[src/rtl/reg_wb_if.sv]
// reg_wb_if: groups the register write-back bus signals.
//   ALU result : alu_valid, alu_rd, alu_data
//   Load result: ld_valid, ld_ready, ld_rd, ld_data
//   Load issue : ld_issue, ld_issue_rd
//   Decode     : rs1, rs2, stall
//   RF write   : RegWEn, AddrD, DataD
// The master modport drives the requests. The slave modport is the write-back block.
interface reg_wb_if #(
    parameter int RAWIDTH = 5,
    parameter int DWIDTH  = 32
);
    logic               alu_valid;
    logic [RAWIDTH-1:0] alu_rd;
    logic [DWIDTH-1:0]  alu_data;
    logic               ld_valid;
    logic               ld_ready;
    logic [RAWIDTH-1:0] ld_rd;
    logic [DWIDTH-1:0]  ld_data;
    logic               ld_issue;
    logic [RAWIDTH-1:0] ld_issue_rd;
    logic [RAWIDTH-1:0] rs1;
    logic [RAWIDTH-1:0] rs2;
    logic               stall;
    logic               RegWEn;
    logic [RAWIDTH-1:0] AddrD;
    logic [DWIDTH-1:0]  DataD;

    modport master (
        output alu_valid, alu_rd, alu_data, ld_valid, ld_rd, ld_data,
               ld_issue, ld_issue_rd, rs1, rs2,
        input  ld_ready, stall, RegWEn, AddrD, DataD
    );

    modport slave (
        input  alu_valid, alu_rd, alu_data, ld_valid, ld_rd, ld_data,
               ld_issue, ld_issue_rd, rs1, rs2,
        output ld_ready, stall, RegWEn, AddrD, DataD
    );
endinterface

[src/rtl/reg_wb.sv]
// reg_wb: register-file write-back arbiter.
// Single-cycle ALU results take priority. Load results queue in a DEPTH-entry FIFO
// and drain whenever the ALU is idle. A per-register pending bit tracks
// outstanding loads. The decode stage stalls when a source operand still waits on a load.
// Ports:
//   clk - rising-edge clock
//   rst - synchronous active-high reset
//   bus - reg_wb_if.slave (ALU/load inputs, ld_ready, stall, RegWEn/AddrD/DataD)
module reg_wb #(
    parameter int RAWIDTH = 5,
    parameter int DWIDTH  = 32,
    parameter int DEPTH   = 4
) (
    input logic     clk,
    input logic     rst,
    reg_wb_if.slave bus
);
    localparam int PW   = (DEPTH > 2) ? $clog2(DEPTH) : 1;
    localparam int CW   = $clog2(DEPTH + 1);
    localparam int NREG = 1 << RAWIDTH;

    logic [RAWIDTH-1:0] fifoRd   [DEPTH];
    logic [DWIDTH-1:0]  fifoData [DEPTH];
    logic [PW-1:0]      wrPtr;
    logic [PW-1:0]      rdPtr;
    logic [CW-1:0]      count;

    logic               wen;
    logic [RAWIDTH-1:0] addr;
    logic [DWIDTH-1:0]  data;
    logic               fromFifo;
    logic [NREG-1:0]    pending;

    logic push;
    logic pop;
    logic ready;

    // Ready is based only on the registered occupancy. A pop in the same cycle does not free a slot early.
    assign ready = (count < CW'(DEPTH));
    assign push  = bus.ld_valid && ready;
    assign pop   = !bus.alu_valid && (count != '0);

    assign bus.ld_ready = ready;
    assign bus.RegWEn   = wen;
    assign bus.AddrD    = addr;
    assign bus.DataD    = data;
    // pending[0] is never set, so x0 never stalls.
    assign bus.stall    = pending[bus.rs1] || pending[bus.rs2];

    always_ff @(posedge clk) begin
        if (push) begin
            fifoRd[wrPtr]   <= bus.ld_rd;
            fifoData[wrPtr] <= bus.ld_data;
        end
    end

    always_ff @(posedge clk) begin
        if (rst) begin
            wrPtr    <= '0;
            rdPtr    <= '0;
            count    <= '0;
            wen      <= 1'b0;
            addr     <= '0;
            data     <= '0;
            fromFifo <= 1'b0;
            pending  <= '0;
        end else begin
            // Pointers are DEPTH-sized, so they wrap without help (DEPTH is a power of two).
            if (push) wrPtr <= wrPtr + PW'(1);
            if (pop)  rdPtr <= rdPtr + PW'(1);
            case ({push, pop})
                2'b10:   count <= count + CW'(1);
                2'b01:   count <= count - CW'(1);
                default: count <= count;
            endcase

            if (bus.alu_valid) begin
                wen      <= (bus.alu_rd != '0);
                addr     <= bus.alu_rd;
                data     <= bus.alu_data;
                fromFifo <= 1'b0;
            end else if (pop) begin
                wen      <= (fifoRd[rdPtr] != '0);
                addr     <= fifoRd[rdPtr];
                data     <= fifoData[rdPtr];
                fromFifo <= 1'b1;
            end else begin
                wen      <= 1'b0;
                fromFifo <= 1'b0;
            end

            // A load commit visible this cycle clears its bit. A new issue is written later, so it wins on a collision.
            if (wen && fromFifo)
                pending[addr] <= 1'b0;
            if (bus.ld_issue && (bus.ld_issue_rd != '0))
                pending[bus.ld_issue_rd] <= 1'b1;
        end
    end
endmodule

[src/flat_wrapper.sv]
// flat-port wrapper written by rule: the top's interface ports become plain ports
module reg_wb_flat 
#(
    parameter int RAWIDTH = 5,
    parameter int DWIDTH  = 32,
    parameter int DEPTH   = 4
)
  (clk, rst, bus_alu_valid, bus_alu_rd, bus_alu_data, bus_ld_valid, bus_ld_rd, bus_ld_data, bus_ld_issue, bus_ld_issue_rd, bus_rs1, bus_rs2, bus_ld_ready, bus_stall, bus_RegWEn, bus_AddrD, bus_DataD);
  reg_wb_if #(.RAWIDTH(RAWIDTH), .DWIDTH(DWIDTH)) bus_i ();
  input logic clk;
  input logic rst;
  input wire logic [$bits(bus_i.alu_valid)-1:0] bus_alu_valid;
  input wire logic [$bits(bus_i.alu_rd)-1:0] bus_alu_rd;
  input wire logic [$bits(bus_i.alu_data)-1:0] bus_alu_data;
  input wire logic [$bits(bus_i.ld_valid)-1:0] bus_ld_valid;
  input wire logic [$bits(bus_i.ld_rd)-1:0] bus_ld_rd;
  input wire logic [$bits(bus_i.ld_data)-1:0] bus_ld_data;
  input wire logic [$bits(bus_i.ld_issue)-1:0] bus_ld_issue;
  input wire logic [$bits(bus_i.ld_issue_rd)-1:0] bus_ld_issue_rd;
  input wire logic [$bits(bus_i.rs1)-1:0] bus_rs1;
  input wire logic [$bits(bus_i.rs2)-1:0] bus_rs2;
  output wire logic [$bits(bus_i.ld_ready)-1:0] bus_ld_ready;
  output wire logic [$bits(bus_i.stall)-1:0] bus_stall;
  output wire logic [$bits(bus_i.RegWEn)-1:0] bus_RegWEn;
  output wire logic [$bits(bus_i.AddrD)-1:0] bus_AddrD;
  output wire logic [$bits(bus_i.DataD)-1:0] bus_DataD;
  assign bus_i.alu_valid = bus_alu_valid;
  assign bus_i.alu_rd = bus_alu_rd;
  assign bus_i.alu_data = bus_alu_data;
  assign bus_i.ld_valid = bus_ld_valid;
  assign bus_i.ld_rd = bus_ld_rd;
  assign bus_i.ld_data = bus_ld_data;
  assign bus_i.ld_issue = bus_ld_issue;
  assign bus_i.ld_issue_rd = bus_ld_issue_rd;
  assign bus_i.rs1 = bus_rs1;
  assign bus_i.rs2 = bus_rs2;
  assign bus_ld_ready = bus_i.ld_ready;
  assign bus_stall = bus_i.stall;
  assign bus_RegWEn = bus_i.RegWEn;
  assign bus_AddrD = bus_i.AddrD;
  assign bus_DataD = bus_i.DataD;
  reg_wb #(.RAWIDTH(RAWIDTH), .DWIDTH(DWIDTH), .DEPTH(DEPTH)) u_core (.clk(clk), .rst(rst), .bus(bus_i));
endmodule
[config.mk]
export PLATFORM = sky130hd
export DESIGN_NAME = reg_wb_flat
export DESIGN_NICKNAME = d
export VERILOG_FILES = /design/src/rtl/reg_wb_if.sv /design/src/rtl/reg_wb.sv /design/src/flat_wrapper.sv
export SDC_FILE = /design/constraint.sdc
export NUM_CORES = 1
export LEC_CHECK = 0
export ABC_AREA = 1
export CAP_MARGIN = 25
export CORE_ASPECT_RATIO = 0.6
export CORE_UTILIZATION = 40
export DETAILED_ROUTE_END_ITERATION = 7
export GPL_TIMING_DRIVEN = 1
export PLACE_DENSITY_LB_ADDON = 0.2
export SLEW_MARGIN = 20
export SYNTH_ARGS = -nofsm -noshare
export SYNTH_HDL_FRONTEND = slang
export SYNTH_SLANG_ARGS = --single-unit
[constraint.sdc]
create_clock -name clk -period 9.6 [get_ports clk]
set_clock_uncertainty 0.1 [all_clocks]
set_input_delay 2.4 -clock clk [delete_from_list [all_inputs] [get_ports clk]]
set_output_delay 2.4 -clock clk [all_outputs]
set_load 0.01 [all_outputs]
==> results of run 1 <==
synth_stat cells:
library cell	number	area (sq um)
sky130_fd_sc_hd__a21oi_1	40	200.2
sky130_fd_sc_hd__a31oi_1	37	231.5
sky130_fd_sc_hd__and3_1	1	6.260
sky130_fd_sc_hd__buf_1	4	15.01
sky130_fd_sc_hd__buf_12	1	20.02
sky130_fd_sc_hd__buf_2	15	75.07
sky130_fd_sc_hd__buf_4	6	45.04
sky130_fd_sc_hd__buf_6	8	90.09
sky130_fd_sc_hd__clkbuf_1	19	71.32
sky130_fd_sc_hd__dfxtp_1	80	1602
sky130_fd_sc_hd__edfxtp_1	148	4444
sky130_fd_sc_hd__fa_1	1	20.02
sky130_fd_sc_hd__ha_1	5	62.56
sky130_fd_sc_hd__inv_1	51	191.4
sky130_fd_sc_hd__inv_2	4	15.01
sky130_fd_sc_hd__inv_4	2	12.51
sky130_fd_sc_hd__nand2_1	212	795.8
sky130_fd_sc_hd__nand3_1	72	360.4
sky130_fd_sc_hd__nand3_4	1	17.52
sky130_fd_sc_hd__nand3b_1	1	7.510
sky130_fd_sc_hd__nor2_1	78	292.8
sky130_fd_sc_hd__nor2_2	1	6.260
sky130_fd_sc_hd__nor3_1	9	45.04
sky130_fd_sc_hd__nor3_2	3	30.03
sky130_fd_sc_hd__o211ai_1	1	7.510
sky130_fd_sc_hd__o21ai_0	132	660.6
sky130_fd_sc_hd__o21ai_1	9	45.04
sky130_fd_sc_hd__o21bai_1	1	7.510
sky130_fd_sc_hd__o22ai_1	34	212.7
layer usage:
metal	track usage (%)	share of wire, %
met1	33.59	50
met2	27.94	39
met3	5.163	9.9
met4	3.883	1.2
met5	0	0
worst paths after layout:
path / slack [ns] / startpoint / cells after the start / endpoint
worst max-delay path: 2.44 / bus_rs1[0] / 10 / bus_stall
worst min-delay path: 0.41 / u_core.pending[0] / 2 / u_core.pending[0]
worst max register to register: 7.19 / register / 8 / u_core.bus.RegWEn
worst min register to register: 0.41 / u_core.pending[0] / 2 / u_core.pending[0]
metrics by stage:
stage                     setup WS (ns)  area (sq um)  utilization [%]
after floorplan                   3.858          9590                -
after global placement            2.513         11080            47.56
after detailed placement          2.467         11080            47.56
after CTS                         2.453         11880            50.98
after global routing              2.255         11880            50.98
final                             2.439         11880            50.99
critical path: cells and delay by family:
family	cells	cell delay (ns)
AND/OR/NAND/NOR	7	0.56
buffers and inverters	3	1.69
cell families after synthesis:
kind of cell	share of synthesized area (%)
DFF	63.04
adders and majority gates	0.8611
buffers and inverters	5.584
AOI/OAI and AO/OA	14.23
and+or+nand+nor	16.28
final cells by class:
cell class	count	area, sq um	area share [%]
sequential	228	6048	50.92
inverter	57	219.0	1.843
multi-input combinational	638	3039	25.58
clock buffer	30	645.6	5.435
timing repair buffer	140	1379	11.61
tap	315	394.1	3.318
antenna	1	2.502	0.02107
clock inverter	10	151.4	1.274
registers in the layout (all words and copies together), names as in the netlist, named ones only:
register	cells
u_core.pending	32
u_core.wrPtr	2
u_core.rdPtr	2
u_core.bus.AddrD	5
u_core.fifoData	128
u_core.fifoRd	20
u_core.bus.RegWEn	1
u_core.fromFifo	1
u_core.bus.DataD	32
u_core.count	3
where the power goes:
group / internal (mW) / leakage [nW] / switching [mW] / total [mW]
Combinational: 0.236 / 1.79 / 0.382 / 0.618
Sequential: 1.18 / 2.01 / 0.0557 / 1.23
Clock: 0.579 / 0.400 / 0.362 / 0.941
Total: 1.99 / 4.21 / 0.799 / 2.79
==> flow_summary.html, run 1 <==
<table>
<tr><th>Metric</th><th>Value</th></tr>
<tr><th colspan="2">Placement</th></tr>
<tr><td>Estimated wirelength of the detail-placed design</td><td>about 17 mm</td></tr>
<tr><td>Routability congestion estimate from global placement</td><td>slightly above 0.9</td></tr>
<tr><td>Port Buffer Count</td><td>133</td></tr>
<tr><td>Cell count after placement</td><td>between 1k and 1.5k</td></tr>
<tr><th colspan="2">Worst setup path</th></tr>
<tr><td>Startpoint-to-endpoint class of the critical path</td><td>in -&gt; out</td></tr>
<tr><td>Most frequent CP cell</td><td>sky130_fd_sc_hd__nand3_1</td></tr>
<tr><td>Arr. time, crit path</td><td>~4.7 ns</td></tr>
<tr><td>Critical path, cell by cell</td><td>clkdlybuf4s50_1 -&gt; inv_2 -&gt; nand2_1 -&gt; nand3_1 -&gt; nand3_1 -&gt; nand3_1 -&gt; nand3_1 -&gt; nand2_1 -&gt; nand2_1 -&gt; clkdlybuf4s50_1</td></tr>
<tr><td>Maximum fanout along the worst path</td><td>18</td></tr>
<tr><td>Longest individual stage delay on the worst path</td><td>around 0.9 ns</td></tr>
<tr><td>Sort of element at the end of the critical path</td><td>primary output</td></tr>
<tr><td>Worst setup SP type</td><td>input pin</td></tr>
<tr><td>Cell with the largest stage delay on the worst path</td><td>sky130_fd_sc_hd__clkdlybuf4s50_1</td></tr>
<tr><td>Worst endpoint required time</td><td>about 7 ns</td></tr>
<tr><th colspan="2">Timing</th></tr>
<tr><td>Hold Fails Final Rpt</td><td>0</td></tr>
<tr><td>Number of max-slew violations in the final report</td><td>0</td></tr>
<tr><td>Final critical delay including setup and external delays</td><td>7.161 ns</td></tr>
<tr><td>RSZ-0062 raised after global routing</td><td>false</td></tr>
<tr><td>Fmax</td><td>0.1396 GHz</td></tr>
<tr><td>Setup violation total in the final timing report</td><td>0</td></tr>
<tr><td>Worst Tran Pin Value</td><td>roughly 1.1 ns</td></tr>
<tr><td>Fin Hold WS</td><td>just over 0.4 ns</td></tr>
<tr><td>Post-route fraction of the period consumed by the critical path</td><td>74.59%</td></tr>
<tr><td>Setup TNS after final layout</td><td>0 ns</td></tr>
<tr><td>Relative max-transition margin</td><td>about a quarter</td></tr>
<tr><th colspan="2">Logic synthesis</th></tr>
<tr><td>Mapped Area</td><td>~9600 sq um</td></tr>
<tr><td>Seq cells post-synth</td><td>about 230</td></tr>
<tr><td>Share of synthesized area occupied by flip-flops and latches</td><td>approximately 63%</td></tr>
<tr><td>Synthesis warning total</td><td>0</td></tr>
<tr><td>Synth Net Count</td><td>about 1.1k</td></tr>
<tr><td>Gate Count Post-Synth</td><td>roughly 1000</td></tr>
<tr><td>Post-Syn Area per Cell</td><td>9.826 sq um</td></tr>
<tr><td>Number of unique standard cell types used by synthesis</td><td>29</td></tr>
<tr><th colspan="2">Floorplanning</th></tr>
<tr><td>DIE AREA</td><td>24620 sq um</td></tr>
<tr><td>Floorplan die height</td><td>about 120 microns</td></tr>
<tr><td>Overall die width</td><td>just over 200 microns</td></tr>
<tr><td>Std-Cell Rows</td><td>43</td></tr>
<tr><td>Initial core utilization</td><td>between 40 and 50%</td></tr>
<tr><td>Boundary Pins</td><td>between 100 and 150</td></tr>
<tr><td>Core ar.</td><td>between 20000 and 25000 sq um</td></tr>
<tr><th colspan="2">Power</th></tr>
<tr><td>Leakage</td><td>4.207 nW</td></tr>
<tr><td>Overall power after layout</td><td>between 2 and 3 mW</td></tr>
<tr><td>Peak VDD IR</td><td>roughly 0.00012 V</td></tr>
<tr><td>Pwr dens</td><td>around 240 nW/um^2</td></tr>
<tr><th colspan="2">Global routing</th></tr>
<tr><td>Grt ovf</td><td>0</td></tr>
<tr><td>Pin count of the biggest net entering global routing</td><td>between 70 and 80</td></tr>
<tr><td>Antenna violations before repair</td><td>1</td></tr>
<tr><td>First-pass GRT wire length</td><td>around 39 mm</td></tr>
<tr><td>Vias in the first global route</td><td>about 7k</td></tr>
<tr><td>Tot GR Track Use</td><td>approximately a fifth</td></tr>
<tr><th colspan="2">Route</th></tr>
<tr><td>DRC violations left</td><td>0</td></tr>
<tr><td>Drt via density</td><td>5.290</td></tr>
<tr><td>DRC marker count from the first detailed-route iteration</td><td>between 700 and 800</td></tr>
<tr><td>DR pass1 iterations</td><td>5</td></tr>
<tr><td>Routed Antenna Nets</td><td>0</td></tr>
<tr><td>Post-Route WL</td><td>~26 mm</td></tr>
<tr><td>Routed vias</td><td>approximately 7.5k</td></tr>
<tr><td>Post-detailed-route wirelength per cell</td><td>18.22 microns</td></tr>
<tr><th colspan="2">Cells and area</th></tr>
<tr><td>Ratio of cells with drive above 1 in the final layout</td><td>between 5 and 6%</td></tr>
<tr><td>Non-Filler Instances</td><td>1419</td></tr>
<tr><td>Final layout net count</td><td>about 1.2k</td></tr>
<tr><td>Fillers</td><td>2147</td></tr>
<tr><td>Top library cells by usage in the layout, fill and taps aside</td><td>212 x sky130_fd_sc_hd__nand2_1, 148 x sky130_fd_sc_hd__edfxtp_1, 132 x sky130_fd_sc_hd__o21ai_0, 132 x sky130_fd_sc_hd__clkdlybuf4s50_1, 78 x sky130_fd_sc_hd__dfxtp_1</td></tr>
<tr><td>Commonest non-fill, non-tap cell in the layout</td><td>sky130_fd_sc_hd__nand2_1</td></tr>
<tr><td>Layout area overhead</td><td>23.86%</td></tr>
<tr><th colspan="2">Clock network</th></tr>
<tr><td>Number of hold buffers added after CTS</td><td>0</td></tr>
<tr><td>Buffers from clock root to sink, at most</td><td>3</td></tr>
<tr><td>Buffers inserted by post-CTS timing repair</td><td>0</td></tr>
<tr><td>Resize count post-CTS</td><td>0</td></tr>
<tr><td>Clock-pin slew of the registers on the worst-case setup and hold paths</td><td>roughly 0.06 ns</td></tr>
<tr><td>CTS tree</td><td>built</td></tr>
<tr><td>Clock Root Buffer</td><td>sky130_fd_sc_hd__clkbuf_16</td></tr>
<tr><td>Clk_lat worst skew</td><td>0.50 ns</td></tr>
<tr><td>H-tree levels</td><td>1</td></tr>
<tr><td>Total CTS buffers</td><td>22</td></tr>
<tr><td>Clock Sink Count</td><td>228</td></tr>
<tr><th colspan="2">Run status</th></tr>
<tr><td>Outcome</td><td>complete, no violations</td></tr>
<tr><th colspan="2">Run</th></tr>
<tr><td># Max-Cap Violations</td><td>0</td></tr>
<tr><th colspan="2">Worst hold path</th></tr>
<tr><td>HP Class</td><td>reg -&gt; reg</td></tr>
</table>
Power figures use the tool's default switching activity.
==> run 2: changes to the inputs <==
clock period = 6.1 ns   (was 9.6 ns; I/O delays follow)
==> flow_summary.html, run 2 (synthesis gave the netlist of run 1 again) <==
<table>
<tr><th>Metric</th><th>Value</th></tr>
<tr><th colspan="2">Floorplanning</th></tr>
<tr><td>Overall die width</td><td>~200 microns</td></tr>
<tr><td>Initial core utilization</td><td>between 40% and 50%</td></tr>
<tr><td>Floorplan die height</td><td>roughly 120 microns</td></tr>
<tr><td>DIE AREA</td><td>about 25000 sq um</td></tr>
<tr><td>Boundary Pins</td><td>roughly 130</td></tr>
<tr><td>Std-Cell Rows</td><td>between 40 and 50</td></tr>
<tr><td>Core ar.</td><td>around 23000 sq um</td></tr>
<tr><th colspan="2">Timing</th></tr>
<tr><td>Setup violation total in the final timing report</td><td>0</td></tr>
<tr><td>RSZ-0062 raised after global routing</td><td>false</td></tr>
<tr><td>Worst Tran Pin Value</td><td>around 0.99 ns</td></tr>
<tr><td>Fmax</td><td>between 0.15 and 0.2 GHz</td></tr>
<tr><td>Relative max-transition margin</td><td>33.16%</td></tr>
<tr><td>Number of max-slew violations in the final report</td><td>0</td></tr>
<tr><td>Final critical delay including setup and external delays</td><td>~5.4 ns</td></tr>
<tr><td>Hold Fails Final Rpt</td><td>0</td></tr>
<tr><td>Setup TNS after final layout</td><td>0 ns</td></tr>
<tr><td>Fin Hold WS</td><td>0.3930 ns</td></tr>
<tr><td>Post-route fraction of the period consumed by the critical path</td><td>about nine tenths</td></tr>
<tr><th colspan="2">Route</th></tr>
<tr><td>Routed Antenna Nets</td><td>0</td></tr>
<tr><td>Detail Route met2 WL</td><td>a little under 10 mm</td></tr>
<tr><td>DR pass1 iterations</td><td>5</td></tr>
<tr><td>Drt via density</td><td>5.204</td></tr>
<tr><td>DRC marker count from the first detailed-route iteration</td><td>just under 800</td></tr>
<tr><td>Post-detailed-route wirelength per cell</td><td>~18 microns</td></tr>
<tr><td>Met3 wire length</td><td>~2.5 mm</td></tr>
<tr><td>Post-Route WL</td><td>~26 mm</td></tr>
<tr><td>Sum of routed wire segments on met1</td><td>between 10 and 15 mm</td></tr>
<tr><td>Routed vias</td><td>7385</td></tr>
<tr><td>Highest routed layer</td><td>met4</td></tr>
<tr><td>DRC violations left</td><td>0</td></tr>
<tr><th colspan="2">Worst setup path</th></tr>
<tr><td>Crit path buf inv count</td><td>3</td></tr>
<tr><td>Most frequent CP cell</td><td>sky130_fd_sc_hd__nand3_1</td></tr>
<tr><td>Worst endpoint required time</td><td>4.47 ns</td></tr>
<tr><td>Cell depth of the worst setup path</td><td>10</td></tr>
<tr><td>Arr. time, crit path</td><td>3.77 ns</td></tr>
<tr><td>Worst setup SP type</td><td>input pin</td></tr>
<tr><td>Longest individual stage delay on the worst path</td><td>between 0.8 and 0.9 ns</td></tr>
<tr><td>Critical path, cell by cell</td><td>clkdlybuf4s50_1 -&gt; inv_2 -&gt; nand2_1 -&gt; nand3_1 -&gt; nand3_1 -&gt; nand3_1 -&gt; nand3_1 -&gt; nand2_1 -&gt; nand2_1 -&gt; clkdlybuf4s50_1</td></tr>
<tr><td>Top cell family by delay on the critical path</td><td>buffers and inverters</td></tr>
<tr><td>Sort of element at the end of the critical path</td><td>primary output</td></tr>
<tr><td>Cell with the largest stage delay on the worst path</td><td>sky130_fd_sc_hd__clkdlybuf4s50_1</td></tr>
<tr><td>Logic depth of the worst register-to-register path</td><td>4</td></tr>
<tr><td>Maximum fanout along the worst path</td><td>18</td></tr>
<tr><td>Startpoint-to-endpoint class of the critical path</td><td>in -&gt; out</td></tr>
<tr><th colspan="2">Run status</th></tr>
<tr><td>Outcome</td><td>complete, no violations</td></tr>
<tr><th colspan="2">Clock network</th></tr>
<tr><td>Clock-pin slew of the registers on the worst-case setup and hold paths</td><td>approximately 0.070 ns</td></tr>
<tr><td>CTS tree</td><td>built</td></tr>
<tr><td>Buffers from clock root to sink, at most</td><td>3</td></tr>
<tr><td>Clock Root Buffer</td><td>sky130_fd_sc_hd__clkbuf_16</td></tr>
<tr><td>H-tree levels</td><td>1</td></tr>
<tr><td>Number of hold buffers added after CTS</td><td>0</td></tr>
<tr><td>Clk_lat worst skew</td><td>about 0.52 ns</td></tr>
<tr><td>Buffers inserted by post-CTS timing repair</td><td>0</td></tr>
<tr><td>Clock Sink Count</td><td>228</td></tr>
<tr><td>Total CTS buffers</td><td>22</td></tr>
<tr><td>Resize count post-CTS</td><td>0</td></tr>
<tr><th colspan="2">Global routing</th></tr>
<tr><td>Pin count of the biggest net entering global routing</td><td>76</td></tr>
<tr><td>Vias in the first global route</td><td>approximately 6.8k</td></tr>
<tr><td>First-pass GRT wire length</td><td>39.68 mm</td></tr>
<tr><td>Antenna violations before repair</td><td>1</td></tr>
<tr><td>Tot GR Track Use</td><td>approximately a fifth</td></tr>
<tr><td>Grt ovf</td><td>0</td></tr>
<tr><th colspan="2">Power</th></tr>
<tr><td>Peak VDD IR</td><td>roughly 0.00018 V</td></tr>
<tr><td>Pwr dens</td><td>around 360 nW/um^2</td></tr>
<tr><td>Leakage</td><td>4.140 nW</td></tr>
<tr><td>Overall power after layout</td><td>4.231 mW</td></tr>
<tr><th colspan="2">Cells and area</th></tr>
<tr><td>Layout area overhead</td><td>22.77%</td></tr>
<tr><td>Commonest non-fill, non-tap cell in the layout</td><td>sky130_fd_sc_hd__nand2_1</td></tr>
<tr><td>Register name with the most flops</td><td>u_core.fifoData</td></tr>
<tr><td>Top library cells by usage in the layout, fill and taps aside</td><td>212 x sky130_fd_sc_hd__nand2_1, 148 x sky130_fd_sc_hd__edfxtp_1, 132 x sky130_fd_sc_hd__o21ai_0, 132 x sky130_fd_sc_hd__clkdlybuf4s50_1, 78 x sky130_fd_sc_hd__dfxtp_1</td></tr>
<tr><td>Fraction of the core area covered by cells at the end of the flow</td><td>50.54%</td></tr>
<tr><td>Ratio of cells with drive above 1 in the final layout</td><td>4.896%</td></tr>
<tr><td>Final layout net count</td><td>around 1.2k</td></tr>
<tr><td>Max reg flops</td><td>roughly 130</td></tr>
<tr><th colspan="2">Placement</th></tr>
<tr><td>Routability congestion estimate from global placement</td><td>0.9406</td></tr>
<tr><td>Estimated wirelength of the detail-placed design</td><td>between 15 and 20 mm</td></tr>
<tr><td>Port Buffer Count</td><td>133</td></tr>
<tr><th colspan="2">Worst hold path</th></tr>
<tr><td>Worst hold path depth</td><td>1</td></tr>
<tr><td>HP Class</td><td>reg -&gt; reg</td></tr>
<tr><th colspan="2">Run</th></tr>
<tr><td># Max-Cap Violations</td><td>0</td></tr>
</table>
[run 2: cell count changes in the layout (fill, tap and decap cells not counted), moves of 3 or more]
cell and delta:
sky130_fd_sc_hd__bufinv_16 -3, sky130_fd_sc_hd__clkbuf_1 +5, sky130_fd_sc_hd__clkinv_1 +4, sky130_fd_sc_hd__clkinv_2 -4
[run 2: worst reg2reg max path, stage by stage (launching register included)]
cell	delay (ns)
sky130_fd_sc_hd__dfxtp_1	0.30
sky130_fd_sc_hd__inv_1	0.20
sky130_fd_sc_hd__nand2_1	0.37
sky130_fd_sc_hd__nor2_4	0.63
sky130_fd_sc_hd__buf_4	0.45
[run 2: layout make-up]
type / instances / area [sq um]
sequential: 228 / 6048
antenna: 1 / 2.502
tap: 315 / 394.1
inverter: 57 / 219.0
multi-input combinational: 638 / 3039
fill: 2134 / 11520
clock inverter: 8 / 73.82
timing repair buffer: 140 / 1379
clock buffer: 32 / 618.1
[run 2: through the flow]
stage	instance area, sq um	worst slack (ns)	instances
floorplan	9590	2.108	976
global placement	11080	0.7448	1378
detailed placement	11080	0.7208	1378
CTS	11770	0.7103	1418
global route	11770	0.5465	1418
finish	11770	0.7066	1419
[run 2: metal layers]
| metal | vias to the layer above | track usage [%] |
|---|---|---|
| met5 | - | 0 |
| met2 | 272 | 27.17 |
| met1 | 3441 | 34.19 |
| met3 | 27 | 5.645 |
| li1 | 3645 | - |
| met4 | 0 | 3.788 |
[run 2: where the power goes]
| group | switching, mW | total (mW) | internal, mW | leakage [nW] |
|---|---|---|---|---|
| clock | 0.569 | 1.32 | 0.747 | 0.332 |
| combinational | 0.600 | 0.972 | 0.371 | 1.79 |
| sequential | 0.0888 | 1.94 | 1.85 | 2.01 |
[run 2: final timing paths]
kind | slack (ns) | from | end
worst max-delay path | 0.71 | bus_rs1[0] | bus_stall
worst max register to register | 3.70 | u_core.count[2] | u_core.fifoData[1][13]
worst min register to register | 0.39 | u_core.count[0] | u_core.count[0]
worst min-delay path | 0.39 | u_core.count[0] | u_core.count[0]
==> run 3: changes to the inputs <==
SLEW_MARGIN = 10   (was 20)
==> results of run 3 <==
The final DEF is identical to that of run 2; final timing and power are the same.
